==> src/rtl/fib_job_sequencer.sv <==
// fib_job_sequencer: buffers Fibonacci index requests, issues them to the core one at a time,
// and returns {err, result} on a valid/ready stream with a watchdog on stuck jobs.
module fib_job_sequencer #(
    parameter int DEPTH   = 4,
    parameter int TIMEOUT = 1023
) (
    input  logic        clk,
    input  logic        reset,
    input  logic        in_valid,
    input  logic [15:0] in_data,
    output logic        in_ready,
    output logic        out_valid,
    output logic [15:0] out_data,
    output logic        out_err,
    input  logic        out_ready,
    output logic        fib_start,
    output logic [15:0] fib_din,
    input  logic [15:0] fib_dout,
    input  logic        fib_done,
    output logic [15:0] jobs_done
);
    localparam int AW = $clog2(DEPTH);

    typedef enum logic [1:0] {S_IDLE, S_ISSUE, S_WAIT, S_OUT} state_t;

    state_t        r_state;
    logic [15:0]   r_mem [DEPTH];
    logic [AW-1:0] r_wr;
    logic [AW-1:0] r_rd;
    logic [AW:0]   r_cnt;
    logic [15:0]   r_wd;
    logic          r_done_q;
    logic          w_push;
    logic          w_pop;
    logic          w_done_rise;
    logic          w_timeout;
    logic [15:0]   w_wd_next;

    assign in_ready    = r_cnt != (AW+1)'(DEPTH);
    assign w_push      = in_valid && in_ready;
    assign w_pop       = r_state == S_IDLE && r_cnt != '0;
    assign w_done_rise = fib_done && !r_done_q;
    assign w_wd_next   = r_wd + 16'd1;
    // Compare the post-increment count so a job spends at most TIMEOUT cycles in S_WAIT.
    assign w_timeout   = w_wd_next == 16'(TIMEOUT);

    always_ff @(posedge clk) begin
        if (w_push) r_mem[r_wr] <= in_data;
    end

    always_ff @(posedge clk or posedge reset) begin
        if (reset) begin
            r_wr  <= '0;
            r_rd  <= '0;
            r_cnt <= '0;
        end else begin
            if (w_push) r_wr <= r_wr + AW'(1);
            if (w_pop) r_rd <= r_rd + AW'(1);
            r_cnt <= r_cnt + (AW+1)'(w_push) - (AW+1)'(w_pop);
        end
    end

    always_ff @(posedge clk or posedge reset) begin
        if (reset) begin
            r_state   <= S_IDLE;
            r_done_q  <= 1'b0;
            r_wd      <= '0;
            fib_start <= 1'b0;
            fib_din   <= '0;
            out_valid <= 1'b0;
            out_data  <= '0;
            out_err   <= 1'b0;
            jobs_done <= '0;
        end else begin
            r_done_q  <= fib_done;
            fib_start <= 1'b0;
            case (r_state)
                S_IDLE: begin
                    if (w_pop) begin
                        fib_din   <= r_mem[r_rd];
                        fib_start <= 1'b1;
                        r_state   <= S_ISSUE;
                    end
                end
                S_ISSUE: begin
                    r_wd    <= '0;
                    r_state <= S_WAIT;
                end
                S_WAIT: begin
                    r_wd <= w_wd_next;
                    if (w_done_rise || w_timeout) begin
                        out_data  <= w_done_rise ? fib_dout : 16'hFFFF;
                        out_err   <= !w_done_rise;
                        out_valid <= 1'b1;
                        r_state   <= S_OUT;
                    end
                end
                S_OUT: begin
                    if (out_ready) begin
                        out_valid <= 1'b0;
                        jobs_done <= jobs_done + 16'd1;
                        r_state   <= S_IDLE;
                    end
                end
                default: r_state <= S_IDLE;
            endcase
        end
    end
endmodule

==> config.mk <==
export PLATFORM = sky130hd
export DESIGN_NAME = fib_job_sequencer
export DESIGN_NICKNAME = d
export VERILOG_FILES = /design/src/rtl/fib_job_sequencer.sv
export SDC_FILE = /design/constraint.sdc
export NUM_CORES = 1
export LEC_CHECK = 0
export CORE_MARGIN = 3
export CORE_UTILIZATION = 45
export CTS_CLUSTER_DIAMETER = 200
export DETAILED_ROUTE_END_ITERATION = 12
export GPL_ROUTABILITY_DRIVEN = 0
export PLACE_DENSITY = 0.68
export SYNTH_ARGS = -nofsm -noshare
export SYNTH_HDL_FRONTEND = slang
export SYNTH_SLANG_ARGS = --single-unit
==> constraint.sdc <==
create_clock -name clk -period 3.1 [get_ports clk]
set_input_delay 0.62 -clock clk [delete_from_list [all_inputs] [get_ports clk]]
set_output_delay 0.62 -clock clk [all_outputs]
set_load 0.005 [all_outputs]
==> reports/metrics.cfg <==
[outcome]
status = complete, no violations

[place]
dp.cells = 669
dp_hpwl_um = 7580
place.port_buffers = 88

[timing]
tightest_slew_ps = 812
hold_ws_ps = 467
timing_hold_violations_final = 0
rsz0062_at_grt = no
min_period_over_period_pct = 87.1
tns_ps = 0
finalSetupViolCount = 0
slew_headroom_pct = 45.9
min_period_ps = 2700
fmax_ghz = 0.370
drv_slew = 0
skew_ps = 8.47

[die]
die_h_um = 121
rows = 41
die_area_um2 = 14700
ioPinCount = 89
core_area_um2 = 12800
die-width_um = 121
initial_utilization_pct = 46.6

[logic_synthesis]
synth-async-reset-ratio_pct = 54.6
synth-edff-count = 64
syn-num-nets = 466
synth_seq_cells = 141
ys_warn_count = 0
netlist_instances = 416
syn-cell-area_um2 = 5970
synth.avg_cell_area_um2 = 14.4
yosysUniqueCellTypes = 55
seq_area_frac_synth_pct = 64.4
synth-main-ff-cell = dfrtp_1

[pwr]
power.density_nw_per_um2 = 918
fin_total_pwr_mw = 7.06
ir_drop_mv = 0.457
p_leak_nw = 2.92

[min_path]
hold_path_class = register to register

[clocking]
clock_sinks = 141
cts_tree = built
clk_latency_ps = 420
htree_num_levels = 4
clk_path_buf_depth = 2
post_cts_buffers = 0
cts_root_buf = clkbuf_16
cts_resized = 0
holdBufCountCts = 0
numCtsBuffers = 17
cts.clk_slew.worst_paths_ps = 60

[grt]
grt_max_degree = 78
antenna_found_initial = 0
gr-total-overflow = 0
grtUsageTotal_pct = 17.0
grt_pass1_vias = 3749
grt_first_pass_wirelength_um = 19200

[drt]
drt-vias-per-instance = 5.33
routed_wl_um = 11700
drc = 0
wl_met2_um = 5530
first_pass_iters = 7
wl_per_cell_um = 16.8
met1_length_um = 5440
highest_layer = met4
num_vias = 3737
wl_met3_um = 612
drt_iter0_drc = 287
ant_nets = 0

[layout]
nets = 566
antennaDiodeCount = 0
syn2layout_area_growth_pct = 28.8
drive_above_1_share_pct = 16.4
final_common_cell = clkdlybuf4s50_1
fin_util_pct = 60.0
fin_cells = 701
mostFrequentLayoutCells = 88 x clkdlybuf4s50_1, 77 x dfrtp_1, 64 x edfxtp_1

[worst_setup_path]
critPathKind = register to register
critical_path.top_delay_family = simple AND/OR/NAND/NOR gates
crit_path_end_kind = register
cp_num_buf_inv = 0
worstPathCellList = ha_1 -> nand4_2 -> or4b_1 -> a32oi_1 -> o2111ai_2 -> o21bai_4 -> and2_4 -> o22a_1
worst-path-max-fanout = 16
critPathLaunchType = register
arrival_ps = 3050
slowest_stage = or4b_1
worst-endpoint-required_ps = 3450
slowest_delay_ps = 510

[job]
maxCapViolCount = 0

routing by layer:
metal / up-vias / GRT usage (%)
met5: - / 0
met4: 0 / 6.65
li1: 1751 / -
met3: 14 / 5.03
met1: 1881 / 22.6
met2: 91 / 26.6
cell usage after synthesis (3+ instances only):
| master | n | area (um^2) |
|---|---|---|
| mux4_2 | 16 | 360 |
| and3_1 | 7 | 43.8 |
| a21oi_1 | 5 | 25.0 |
| nor2b_1 | 3 | 18.8 |
| o31ai_1 | 10 | 75.1 |
| nor3_1 | 8 | 40.0 |
| nand2_1 | 50 | 188 |
| nand4_1 | 6 | 37.5 |
| nand3_1 | 10 | 50.1 |
| nand4b_1 | 3 | 26.3 |
| xnor2_1 | 18 | 158 |
| and2_1 | 3 | 18.8 |
| ha_1 | 12 | 150 |
| mux2_2 | 18 | 203 |
| inv_1 | 14 | 52.6 |
| edfxtp_1 | 64 | 1920 |
| nor2_1 | 6 | 22.5 |
| dfrtp_1 | 77 | 1930 |
| o22a_1 | 16 | 140 |
| o21ai_0 | 13 | 65.1 |
| clkbuf_1 | 10 | 37.5 |
path summary, 6_finish.rpt:
path | slack (ps) | depth (start not counted) | from | to
max | 400 | 8 | r_wd[1] | out_data[0]
min | 470 | 1 | jobs_done[15] | jobs_done[15]
max reg2reg | 400 | 8 | r_wd[1] | out_data[0]
min reg2reg | 470 | 1 | jobs_done[15] | jobs_done[15]
max in group asynchronous | 2160 | 3 | reset | jobs_done[6]
min in group asynchronous | 610 | 3 | reset | fib_din[13]
cell families after synthesis:
kind of cell / synth area share, %
fa+ha+maj: 2.85
flops: 64.4
xor+xnor: 2.93
compound gates: 7.56
buf+inv: 2.49
mux: 9.76
simple gates: 9.99
final cells by class:
cell class	instances	area [um^2]
Clock inverter	12	159
Fill cell	992	5130
Multi-Input combinational cell	243	1980
Clock buffer	20	467
Inverter	15	57.6
Timing Repair Buffer	98	968
Tap cell	172	215
Sequential cell	141	3850
flip-flops by register name (all words and copies together) (netlist names), 3 cells and up:
signal and flops:
fib_din 16, jobs_done 16, out_data 16, r_cnt 3
r_mem 64, r_wd 16
where the power goes:
group	switching [mW]	internal [mW]	leakage (nW)
Clock	0.784	1.34	0.297
Sequential	0.307	2.48	1.55
Combinational	0.941	1.22	1.08
worst reg2reg max path: cells and delay by family, from the launching register on:
family / cells / cell delay (ps)
DFF: 1 / 480
AOI/OAI and AO/OA: 4 / 780
adders and majority gates: 1 / 380
and+or+nand+nor: 3 / 990
through the flow:
step	instance area [um^2]	worst slack (ps)
global placement	7070	461
CTS	7690	412
floorplan	5970	513
detailed placement	7070	424
global route	7690	196
finish	7690	400
Note: power is estimated with default switching activity, not from simulation.
